File: config.mk
export PLATFORM = sky130hd
export DESIGN_NAME = readout_sequencer
export DESIGN_NICKNAME = d
export VERILOG_FILES = /design/src/rtl/readout_pkg.sv /design/src/rtl/word_serializer.sv /design/src/rtl/readout_sequencer.sv
export SDC_FILE = /design/constraint.sdc
export NUM_CORES = 1
export LEC_CHECK = 0
export ABC_AREA = 1
export CORE_ASPECT_RATIO = 0.6
export CORE_MARGIN = 2
export CORE_UTILIZATION = 26
export CTS_CLUSTER_SIZE = 16
export DETAILED_ROUTE_END_ITERATION = 8
export GPL_ROUTABILITY_DRIVEN = 0
export SLEW_MARGIN = 25
export SYNTH_ARGS = -nofsm -noshare
export SYNTH_HDL_FRONTEND = slang
export SYNTH_SLANG_ARGS = --single-unit
File: constraint.sdc
create_clock -name iClk -period 1.4 [get_ports iClk]
set_input_delay 0.28 -clock iClk [delete_from_list [all_inputs] [get_ports iClk]]
set_output_delay 0.28 -clock iClk [all_outputs]
set_load 0.01 [all_outputs]
File: src/rtl/readout_pkg.sv
// Shared definitions for the readout sequencer: FSM encoding, header byte, bytes-per-word.
// Latency: n/a (types and constants only).
// Backpressure: n/a.
//
// Optional build macro READOUT_HEADER_EN: prefixes every word with HEADER_BYTE on the
// UART stream. The per-word byte count below grows by one when it is defined.
package readout_pkg;

    typedef enum logic [2:0] {
        IDLE      = 3'd0,
        CHECK     = 3'd1,
        POP       = 3'd2,
        WAIT_DATA = 3'd3,
        LOAD      = 3'd4,
        SEND      = 3'd5,
        WAIT_DONE = 3'd6
    } state_t;

    localparam logic [7:0] HEADER_BYTE = 8'hA5;

`ifdef READOUT_HEADER_EN
    localparam int HDR_BYTES = 1;
`else
    localparam int HDR_BYTES = 0;
`endif

    // Bytes emitted on the UART for one FIFO word, header included when enabled.
    function automatic int bytes_per_word(input int nb_word, input int nb_uart);
        return (nb_word / nb_uart) + HDR_BYTES;
    endfunction

endpackage

File: src/rtl/word_serializer.sv
// Holds one captured FIFO word and presents it byte by byte, least-significant byte first.
// Latency: byte mux is combinational from the word register and byte index.
// Backpressure: index only moves on i_advance; the caller paces it with the UART handshake.
//
// Ports:
//   i_clk, i_rst   clock, synchronous active-high reset
//   i_capture      load i_word and rewind the byte index to 0
//   i_advance      step to the next byte (ignored on the last byte)
//   i_word         FIFO word to serialize
//   o_byte         byte currently selected
//   o_last         high while the selected byte is the final one of the word
// Build macro READOUT_HEADER_EN: index 0 selects HEADER_BYTE, data bytes follow.
module word_serializer
    import readout_pkg::*;
#(
    parameter int NB_WORD = 32,
    parameter int NB_UART = 8
) (
    input  logic               i_clk,
    input  logic               i_rst,
    input  logic               i_capture,
    input  logic               i_advance,
    input  logic [NB_WORD-1:0] i_word,
    output logic [NB_UART-1:0] o_byte,
    output logic               o_last
);

    localparam int NB_DATA  = NB_WORD / NB_UART;
    localparam int NB_BYTES = bytes_per_word(NB_WORD, NB_UART);
    localparam int NB_IDX   = (NB_BYTES > 1) ? $clog2(NB_BYTES) : 1;

    logic [NB_WORD-1:0] r_word;
    logic [NB_IDX-1:0]  r_idx;
    logic [NB_UART-1:0] w_byte;
    logic               w_last;

    assign w_last = (r_idx == NB_IDX'(NB_BYTES - 1));

    always_ff @(posedge i_clk) begin
        if (i_rst) begin
            r_word <= '0;
            r_idx  <= '0;
        end else if (i_capture) begin
            r_word <= i_word;
            r_idx  <= '0;
        end else if (i_advance && !w_last) begin
            r_idx  <= r_idx + 1'b1;
        end
    end

    // Data byte k sits at index k+HDR_BYTES so the header, when present, owns index 0.
    always_comb begin
        w_byte = '0;
        for (int k = 0; k < NB_DATA; k++) begin
            if (r_idx == NB_IDX'(k + HDR_BYTES)) begin
                w_byte = r_word[k*NB_UART +: NB_UART];
            end
        end
`ifdef READOUT_HEADER_EN
        if (r_idx == '0) begin
            w_byte = NB_UART'(HEADER_BYTE);
        end
`endif
    end

    assign o_byte = w_byte;
    assign o_last = w_last;

endmodule

File: src/rtl/readout_sequencer.sv
// Drains words from a FIFO and streams them to a UART transmitter, LSB byte first.
// Latency: start->pop 2 cycles; pop->first oTxDV RD_LATENCY+2 cycles; one word in flight max.
// Backpressure: waits in SEND while iTxActive, in WAIT_DONE until iTxDone, in CHECK while empty.
//
// Ports:
//   iClk, iRst            clock, synchronous active-high reset (highest priority)
//   iStart, iStop         session open / close pulses (close takes effect between words)
//   iFifoEmpty, iFifoData FIFO status and read data (valid RD_LATENCY cycles after oFifoRdEn)
//   oFifoRdEn             one-cycle FIFO pop strobe
//   iTxActive, iTxDone    UART busy level and byte-complete pulse
//   oTxDV, oTxByte        UART byte strobe and byte (held from oTxDV until iTxDone)
//   oBusy                 low only in IDLE
//   oWordCount            words fully sent this session, saturating
// Build macro READOUT_HEADER_EN: each word is preceded by HEADER_BYTE (see word_serializer).
module readout_sequencer
    import readout_pkg::*;
#(
    parameter int NB_WORD    = 32,
    parameter int NB_UART    = 8,
    parameter int RD_LATENCY = 1,
    parameter int NB_CNT     = 16
) (
    input  logic               iClk,
    input  logic               iRst,
    input  logic               iStart,
    input  logic               iStop,
    input  logic               iFifoEmpty,
    input  logic [NB_WORD-1:0] iFifoData,
    output logic               oFifoRdEn,
    input  logic               iTxActive,
    input  logic               iTxDone,
    output logic               oTxDV,
    output logic [NB_UART-1:0] oTxByte,
    output logic               oBusy,
    output logic [NB_CNT-1:0]  oWordCount
);

    state_t             r_state;
    state_t             w_next;
    logic               r_stop_pend;
    logic [1:0]         r_lat_cnt;
    logic [NB_UART-1:0] r_tx_byte;
    logic [NB_CNT-1:0]  r_word_count;

    logic               w_stop;
    logic               w_lat_done;
    logic               w_rd_en;
    logic               w_tx_dv;
    logic               w_capture;
    logic               w_advance;
    logic               w_word_done;
    logic               w_session_open;
    logic [NB_UART-1:0] w_ser_byte;
    logic               w_ser_last;

    // A stop arriving in the same cycle as CHECK is honoured immediately.
    assign w_stop     = r_stop_pend | iStop;
    assign w_lat_done = (r_lat_cnt == 2'(RD_LATENCY - 1));

    always_ff @(posedge iClk) begin
        if (iRst) begin
            r_state <= IDLE;
        end else begin
            r_state <= w_next;
        end
    end

    always_comb begin
        w_next         = r_state;
        w_rd_en        = 1'b0;
        w_tx_dv        = 1'b0;
        w_capture      = 1'b0;
        w_advance      = 1'b0;
        w_word_done    = 1'b0;
        w_session_open = 1'b0;
        case (r_state)
            IDLE: begin
                if (iStart && !iStop) begin
                    w_next         = CHECK;
                    w_session_open = 1'b1;
                end
            end
            CHECK: begin
                if (w_stop) begin
                    w_next = IDLE;
                end else if (!iFifoEmpty) begin
                    w_next = POP;
                end
            end
            POP: begin
                // Re-check empty here so a pop is never issued against an empty FIFO,
                // even if the flag changed since CHECK.
                if (!iFifoEmpty) begin
                    w_rd_en = 1'b1;
                    w_next  = WAIT_DATA;
                end else begin
                    w_next  = CHECK;
                end
            end
            WAIT_DATA: begin
                if (w_lat_done) begin
                    w_capture = 1'b1;
                    w_next    = LOAD;
                end
            end
            LOAD: begin
                w_next = SEND;
            end
            SEND: begin
                if (!iTxActive) begin
                    w_tx_dv = 1'b1;
                    w_next  = WAIT_DONE;
                end
            end
            WAIT_DONE: begin
                if (iTxDone) begin
                    if (w_ser_last) begin
                        w_word_done = 1'b1;
                        w_next      = CHECK;
                    end else begin
                        w_advance   = 1'b1;
                        w_next      = LOAD;
                    end
                end
            end
            default: begin
                w_next = IDLE;
            end
        endcase
    end

    // Stop request survives until the FSM is back in IDLE; stops seen in IDLE are dropped.
    always_ff @(posedge iClk) begin
        if (iRst) begin
            r_stop_pend <= 1'b0;
        end else if (w_next == IDLE) begin
            r_stop_pend <= 1'b0;
        end else if (iStop && (r_state != IDLE)) begin
            r_stop_pend <= 1'b1;
        end
    end

    // Counts WAIT_DATA cycles; capture happens on the RD_LATENCY-th one.
    always_ff @(posedge iClk) begin
        if (iRst || (r_state != WAIT_DATA)) begin
            r_lat_cnt <= '0;
        end else if (!w_lat_done) begin
            r_lat_cnt <= r_lat_cnt + 1'b1;
        end
    end

    // Byte register only changes in LOAD, which keeps it stable across SEND/WAIT_DONE.
    always_ff @(posedge iClk) begin
        if (iRst) begin
            r_tx_byte <= '0;
        end else if (r_state == LOAD) begin
            r_tx_byte <= w_ser_byte;
        end
    end

    always_ff @(posedge iClk) begin
        if (iRst) begin
            r_word_count <= '0;
        end else if (w_session_open) begin
            r_word_count <= '0;
        end else if (w_word_done && (r_word_count != {NB_CNT{1'b1}})) begin
            r_word_count <= r_word_count + 1'b1;
        end
    end

    word_serializer #(
        .NB_WORD (NB_WORD),
        .NB_UART (NB_UART)
    ) u_word_serializer (
        .i_clk     (iClk),
        .i_rst     (iRst),
        .i_capture (w_capture),
        .i_advance (w_advance),
        .i_word    (iFifoData),
        .o_byte    (w_ser_byte),
        .o_last    (w_ser_last)
    );

    assign oFifoRdEn  = w_rd_en;
    assign oTxDV      = w_tx_dv;
    assign oTxByte    = r_tx_byte;
    assign oBusy      = (r_state != IDLE);
    assign oWordCount = r_word_count;

endmodule

* Yosys cells after proc, flatten, opt, wreduce, memory -nomap -nowiden
Index checks and enable logic that the tools add are counted.
** Word-level totals
- Flip-flop bits (word level) :: 64
- Input port bits :: 39
- Logic and storage cells :: 64
- Output and inout port bits :: 27
** Cells by class
- Equality and inequality tests :: 11
- Bitwise logic cells :: 1
- Mux-type cells :: 27
- Add/subtract/negate cells :: 3
- Reductions and logical operators :: 15
** Operators with widths (count)
- $mux W8 :: 4
- $mux W3 :: 7
- $pmux W3 S7 :: 1
- $add A16 B1 Y16 const B :: 1
- $ne A16 B16 Y1 const B :: 1
- $mux W1 :: 14
- $eq A3 B3 Y1 const B :: 3
- $eq A3 B2 Y1 const B :: 2
- $logic_not A3 Y1 :: 2
- $reduce_or A2 Y1 :: 3
- $add A2 B1 Y2 const B :: 2
- $eq A2 B2 Y1 const B :: 2
- $logic_and A1 B1 Y1 :: 4
- $logic_not A2 Y1 :: 2
- $eq A3 B1 Y1 const B :: 1
- $ne A3 B2 Y1 const B :: 1
- $reduce_bool A3 Y1 :: 1
- $eq A2 B1 Y1 const B :: 1
- $logic_not A1 Y1 :: 2
- $mux W2 :: 1
- $logic_or A1 B1 Y1 :: 1
- $or A1 B1 Y1 :: 1

* Logic depth before layout (Yosys ltp)
Gate-level depths: netlist of the first run.
- Depth after elaboration :: 6
- Mapped depth :: 10

* Hierarchy
A second synthesis of the first run with hierarchy kept.
** Unflattened totals
- Cells, all modules :: 478
- Area, all modules :: 3373.2 sq um
** Modules (own cells, without submodules)
- word_serializer :: seq. area each 680.7 sq um, cells an instance 229, area each 1707.9 sq um, instances 1
- readout_sequencer :: seq. area each 600.6 sq um, cells an instance 249, area each 1665.3 sq um, instances 1

* Worst setup path before layout of the first run
No wires, ideal clock.
- Path type :: flip-flop to flip-flop
- From :: register r_word_count[0], in the netlist oWordCount[0]
- To :: register r_word_count[2], in the netlist oWordCount[2]
- Library setup time :: 0.066 ns
- Stages on the path, launching flop included :: 11
- Period minus slack after synthesis :: 1.592 ns
- Required time :: 1.334 ns
- Slack :: -0.192 ns
- Arrival time :: 1.526 ns
- Cells stage by stage :: dfxtp_1 ha_1 inv_1 nor2_4 nand2_2 nor2_4 nor2_4 inv_6 buf_6 nand2_1 a21oi_2
** On the way
- Cells in the longest elaborated chain, start to end :: 2
- Elaborated cells between the ends (all ways) :: 3
- Classes of those cells :: add/sub: 1; eq/ne: 1; reduce/logical: 1
** Ends and longest elaborated chain
- start, declared :: line readout_sequencer.sv:43 : logic [NB_CNT-1:0] r_word_count;
- start signal, assigned :: line readout_sequencer.sv:167 : r_word_count <= r_word_count + 1'b1;
- branches (longest 2 deep; another with $add A16 B1 Y16)
Parallel ways; which one is timed is not known.
A chain may end at the register's enable or synchronous reset.

* Worst setup path in the final report of the first run
- From :: register r_word_count[5], in the netlist oWordCount[5]
- To :: register r_word_count[7], in the netlist oWordCount[7]
The elaborated chain is that of the path after synthesis.

==> out/qor.txt, run 1 <==
Status -> finished with violations
Failing checks -> negative setup slack
CTS tree -> done
DPL Wire Length -> 7.34 mm
Final hold violation count -> 0
Number of global-route vias before repair -> 3427
I/O Buffers -> 65
H-tree depth -> 3
Switch share -> 23.2%
Clock group share of total power -> 48.8%
Final setup skew -> 0.00711 ns
DRT antenna net count -> 0
Die Y -> 90.0 microns
DRT Pass-1 Iters -> 7
Final worst-path cycle share -> 104%
CP delay by family, top -> simple AND/OR/NAND/NOR gates
CTS Hold Buffers Added -> 0
Final setup violation count -> 11
Asr flop ratio synth -> 0%
Switching power -> 0.965 mW
Worst slack at placement -> -0.430 ns
IO Pins -> 66
GRT Overall Usage -> 15.6%
Initial antenna violation count -> 0
Commonest cells post-synth -> 115 x nand2_1, 66 x a21oi_1, 64 x dfxtp_1, 42 x nand3_1, 40 x nor2_1
First-pass GRT wire length -> 16.6 mm
Worst Setup End Kind -> flip-flop
Most area-hungry cell type in the Yosys netlist -> dfxtp_1
Die ar. -> 13300 sq um
N_diodes -> 0
Seq cells post-synth -> 64
CP Launch Type -> flip-flop
Max clock buf depth -> 2
Worst EP arrival -> 1.72 ns
Ratio of cells with drive above 1 in the final layout -> 32.3%
Post-synthesis adder-cell area fraction -> 2.73%
Simple logic cell fraction of the synthesized area -> 29.4%
CTS sink count -> 64
Largest net degree at the start of global routing -> 21
Root Driver -> clkbuf_16
Mapped Area -> 3200 sq um
Layout area overhead -> 64.1%
Largest family of logic cells by synthesized area -> simple AND/OR/NAND/NOR gates
Multi-input gate area -> 1950 sq um
Clk slew on worst S/H paths -> 0.06 ns
Seq/Total Area, Yosys -> 40.0%
Cell variety after synth -> 34
EDFF count, synth -> 0
Int Power -> 3.19 mW
Worst Slack Setup Final -> -0.0576 ns
Worst slew pin tran -> 0.345 ns
Sequential power share -> 43.8%
Largest cells by area after synthesis -> dfxtp_1 40%, nand2_1 13%, a21oi_1 10%
Worst min-delay path class -> reg2reg
Fillers -> 1191
Post-Synthesis Net Count -> 503
WL final -> 10.4 mm
Via/cell ratio -> 4.67
Slew HR -> 76.9%
CTS Buf Count -> 9
Most common cell in the netlist -> nand2_1
Top cell type's share of synthesized area -> 40.0%
Fin. max-slew vios -> 0
Initial core utilization -> 26.6%
Flop2flop setup slack -> -0.06 ns
Final min period -> 1.46 ns
Static Leak -> 2.05 nW
Final core occ -> 43.7%
Layout Nets -> 635
Mux contribution to synthesized area -> 0%
Max-cap violation count -> 0
Most used cell, CP -> nor2_4
Chip width -> 147 microns
Critical path class -> reg2reg
Data required, critical path -> 1.66 ns
Drt drc -> 0
PwrDens -> 791 nW/um^2
Crit-path max cell delay -> 0.34 ns
Gr ovfl total -> 0
Worst path cell trace -> nand2_1 > nor2_4 > nand2_2 > nor2_4 > nor2_4 > buf_12 > buf_16 > inv_12 > nand2_1 > a21oi_2
Xor and xnor area share after synthesis -> 1.09%
Synthesized instance count -> 457
Logic pwr share -> 7.4%
WP buf/inv -> 3
Core Area -> 12000 sq um
FF/Latch Area -> 1310 sq um
Clock latency at the later pin of the worst-skew pair -> 0.33 ns
Setup TNS -> -0.367 ns
VDD IR max -> 0.458 mV
Core Rows -> 31
Max Fclk -> 0.686 GHz
Unrepaired setup endpoints after global routing -> yes
Initial DRC count -> 195
Syn Area/Cell -> 7.01 sq um
Drt wl/cell -> 13.7 microns
Vias post-DR -> 3542
Worst path slowest cell -> dfxtp_2
Crit path max fanout -> 8
Compound-cell area share of the yosys netlist -> 19.3%
Primary FF master, synth -> dfxtp_1
Total number of yosys warnings -> 0
==> flip-flops by register name (all words and copies together) (netlist names) <==
signal and flops:
u_word_serializer.r_word 32, oWordCount 16, oTxByte 8, r_state 3
r_lat_cnt 2, u_word_serializer.r_idx 2, r_stop_pend 1
==> cell usage in the layout (no fill, tap or decap), types with 2 or more instances in the layout <==
cell type,n
a21oi_1,61
a21oi_2,15
and2_1,2
buf_12,5
buf_16,2
buf_4,60
buf_6,11
clkbuf_16,10
clkdlybuf4s15_1,3
clkdlybuf4s50_1,38
clkinv_2,3
clkinv_4,3
dfxtp_1,50
dfxtp_2,8
dfxtp_4,6
dlygate4sd2_1,20
ha_2,3
ha_4,4
inv_1,23
inv_12,2
inv_2,6
inv_4,4
nand2_1,93
nand2_2,21
nand2_4,3
nand3_1,40
nand3_4,3
nand4_1,6
nor2_1,34
nor2_2,2
nor2_4,9
o211ai_1,2
o21ai_0,14
o21ai_1,5
o21ai_2,5
o31ai_1,3
o31ai_2,2
xor2_1,3
==> path summary, 6_finish.rpt <==
kind,from,endpoint,cells past startpoint
worst max register to register,oWordCount[5]$_SDFFE_PP0P_,oWordCount[7]$_SDFFE_PP0P_,10
worst min-delay path,u_word_serializer.r_word[12]$_SDFFE_PP0P_,u_word_serializer.r_word[12]$_SDFFE_PP0P_,2
worst min register to register,u_word_serializer.r_word[12]$_SDFFE_PP0P_,u_word_serializer.r_word[12]$_SDFFE_PP0P_,2
worst max-delay path,oWordCount[5]$_SDFFE_PP0P_,oWordCount[7]$_SDFFE_PP0P_,10
==> worst register-to-register path, stage by stage, from the launching register on <==
cell and delay (ns):
dfxtp_2 0.34, nand2_1 0.12, nor2_4 0.16, nand2_2 0.09, nor2_4 0.10, nor2_4 0.06
buf_12 0.13, buf_16 0.14, inv_12 0.08, nand2_1 0.06, a21oi_2 0.11
==> power groups by stage <==
stage	Combinational [mW]	Sequential [mW]	Clock [mW]
after detailed placement	0.254	1.87	0
after floorplan	0.0663	1.87	0
after global routing	0.328	1.82	2.16
after global placement	0.255	1.87	0
after CTS	0.260	1.83	2.08
final	0.306	1.82	2.03
==> kinds of logic (layout without fill, tap and decap cells) <==
kind of cell    Yosys count  count (layout)
simple gates            216             216
compound gates          111             111
flops                    64              64
buf+inv                  55             192
fa+ha+maj                 7               7
xor+xnor                  4               4
==> layer usage <==
layer / track usage [%] / vias to the layer above / part of all wire [%]
met2: 22.1 / 78 / 44
met1: 22.8 / 1663 / 50
met5: 0 / - / 0
li1: - / 1791 / -
met4: 4.89 / 0 / 0.92
met3: 4.52 / 10 / 5.1
==> per-stage QoR <==
stage | instance area, sq um | hold WS [ns] | std cells | total power [mW]
after floorplan | 3230 | 0.425 | 457 | 1.94
after global placement | 4510 | 0.438 | 728 | 2.12
after detailed placement | 4510 | 0.441 | 728 | 2.12
after CTS | 4960 | 0.449 | 753 | 4.16
after global routing | 5260 | 0.473 | 759 | 4.31
final | 5260 | 0.444 | 759 | 4.16
==> cell type report <==
cell class	count	area share [%]
repair buffers	141	25.6
inverters	34	2.86
well taps	165	3.93
flip-flops and latches	64	25.0
clock inverters	7	0.928
clock buffers	9	4.28
repair inverters	1	0.309
multi-input cells	338	37.1
==> what timing repair did <==
action	CTS	global route
pin swaps	8	10
setup endpoints to repair	70	39
cloned	3	1
gates resized for setup	75	83
setup buffers	6	6
Note: power is estimated with default switching activity, not from simulation.
==> run 2, diff against run 1 <==
--- a/config.mk
+++ b/config.mk
@@ -6,12 +6,13 @@
 export NUM_CORES = 1
 export LEC_CHECK = 0
 export ABC_AREA = 1
-export CORE_ASPECT_RATIO = 0.6
+export CAP_MARGIN = 20
 export CORE_MARGIN = 2
 export CORE_UTILIZATION = 26
 export CTS_CLUSTER_SIZE = 16
 export DETAILED_ROUTE_END_ITERATION = 8
 export GPL_ROUTABILITY_DRIVEN = 0
+export SETUP_SLACK_MARGIN = 0.05
 export SLEW_MARGIN = 25
 export SYNTH_ARGS = -nofsm -noshare
 export SYNTH_HDL_FRONTEND = slang
==> out/qor.txt, run 2 (synthesis gave the netlist of run 1 again) <==
Status -> finished with violations
Failing checks -> negative setup slack
CP Launch Type -> flip-flop
IO Pins -> 66
Setup TNS -> -1.97 ns
Final setup violation count -> 46
Drt wl/cell -> 14.8 microns
CTS Hold Buffers Added -> 0
PwrDens -> 726 nW/um^2
Max clock buf depth -> 2
Chip width -> 115 microns
Switching power -> 0.947 mW
WP buf/inv -> 4
Logic pwr share -> 7.0%
Largest register FFs -> 32
CTS tree -> done
Core Area -> 12000 sq um
Critical R2R Launch -> r_state[2]$_SDFF_PP0_
Via/cell ratio -> 4.81
Final hold violation count -> 0
Largest Register -> u_word_serializer.r_word
Number of global-route vias before repair -> 3492
Final worst-path cycle share -> 108%
Most used cell, CP -> buf_12
CTS Buf Count -> 9
Worst slack at placement -> -0.393 ns
Drt drc -> 0
Final min period -> 1.52 ns
Switch share -> 22.0%
CP delay by family, top -> buffers and inverters
Crit path max fanout -> 6
Worst slew pin tran -> 0.301 ns
Worst path slowest cell -> dfxtp_4
Clock group share of total power -> 50.6%
Unrepaired setup endpoints after global routing -> yes
Critical path class -> reg2reg
Initial core utilization -> 26.7%
Hold Crit Start -> u_word_serializer.r_word[18]$_SDFFE_PP0P_
Final setup skew -> 0.00500 ns
Root Driver -> clkbuf_16
N_diodes -> 0
H-tree depth -> 3
Die ar. -> 13200 sq um
VDD IR max -> 0.394 mV
Initial DRC count -> 144
Layout Nets -> 648
Critical Path Start -> r_state[2]$_SDFF_PP0_
Clk slew on worst S/H paths -> 0.06 ns
Fin. max-slew vios -> 0
Worst EP arrival -> 1.73 ns
First-pass GRT wire length -> 16.5 mm
DPL Wire Length -> 6.75 mm
Worst min-delay path class -> reg2reg
Static Leak -> 2.23 nW
Commonest non-fill, non-tap cell in the layout -> nand2_1
Worst path cell trace -> buf_6 > buf_12 > nor2_4 > nand2_4 > buf_12 > buf_8 > o21ai_2 > a21oi_1
Die Y -> 115 microns
DRT Pass-1 Iters -> 4
Int Power -> 3.35 mW
Layout area overhead -> 84.8%
Vias post-DR -> 3620
Gr ovfl total -> 0
I/O Buffers -> 65
Fillers -> 1098
WL final -> 11.2 mm
Slew HR -> 79.9%
DRT antenna net count -> 0
Worst Slack Setup Final -> -0.115 ns
Pwr Total -> 4.30 mW
Clock latency at the later pin of the worst-skew pair -> 0.33 ns
Worst Setup End Kind -> flip-flop
Max-cap violation count -> 0
Sequential power share -> 42.4%
CTS sink count -> 64
Initial antenna violation count -> 0
Core Rows -> 40
Ratio of cells with drive above 1 in the final layout -> 48.3%
Final core occ -> 49.3%
Data required, critical path -> 1.61 ns
Largest net degree at the start of global routing -> 30
GRT Overall Usage -> 15.8%
Crit-path max cell delay -> 0.37 ns
Commonest non-fill, non-tap cells in the layout -> 61 x nand2_1, 58 x buf_4, 48 x a21oi_2
Max Fclk -> 0.660 GHz
==> run 2: layout make-up <==
| type | count | area, sq um | share of cell area, % |
|---|---|---|---|
| Clock buffer | 9 | 225 | 3.80 |
| Multi-Input combinational cell | 338 | 2430 | 41.1 |
| Timing Repair Buffer | 154 | 1520 | 25.7 |
| Tap cell | 147 | 184 | 3.11 |
| Sequential cell | 64 | 1320 | 22.3 |
| Inverter | 34 | 156 | 2.64 |
| Timing Repair inverter | 1 | 16.3 | 0.275 |
| Clock inverter | 6 | 60.1 | 1.01 |
==> run 2: worst register-to-register path, delay by kind of cell, from the launching register on <==
family                 cells  cell delay, ns
AOI/OAI and AO/OA          2            0.18
buffers and inverters      4            0.55
DFF                        1            0.37
and+or+nand+nor            2            0.29
==> run 2: stage by stage <==
| step | std cells | hold slack (ns) | cell area [sq um] |
|---|---|---|---|
| final | 753 | 0.455 | 5920 |
| after global routing | 753 | 0.480 | 5920 |
| after CTS | 743 | 0.451 | 5310 |
| after detailed placement | 707 | 0.445 | 4470 |
| after global placement | 707 | 0.437 | 4470 |
| after floorplan | 457 | 0.425 | 3270 |
==> run 2: timing repair <==
item                                    4_1_cts  5_1_grt
resized for setup                           149      158
pin swaps                                    18       34
buffers inserted                             17       10
gates cloned                                  4        3
endpoints found under the setup margin       55       73
==> run 2: worst paths after layout <==
kind	endpoint	slack (ns)	depth (start not counted)
worst min register to register	u_word_serializer.r_word[18]$_SDFFE_PP0P_	0.46	2
worst max register to register	u_word_serializer.r_word[12]$_SDFFE_PP0P_	-0.12	8
worst max-delay path	u_word_serializer.r_word[12]$_SDFFE_PP0P_	-0.12	8
worst min-delay path	u_word_serializer.r_word[18]$_SDFFE_PP0P_	0.46	2
==> run 2: power groups by stage <==
stage               combinational, mW  sequential [mW]  clock (mW)
floorplan                      0.0663             1.87           0
global placement                0.245             1.87           0
detailed placement              0.246             1.87           0
CTS                             0.266             1.82        2.21
global route                    0.323             1.82        2.28
finish                          0.301             1.82        2.17
==> run 2: layer usage <==
layer	global-route usage, %	wire, microns	vias to the layer above	part of all wire (%)
li1	-	-	1817	-
met1	20.3	5030	1726	45
met2	26.3	5540	61	50
met3	2.64	384	16	3.4
met4	6.59	214	0	1.9
met5	0	0	-	0
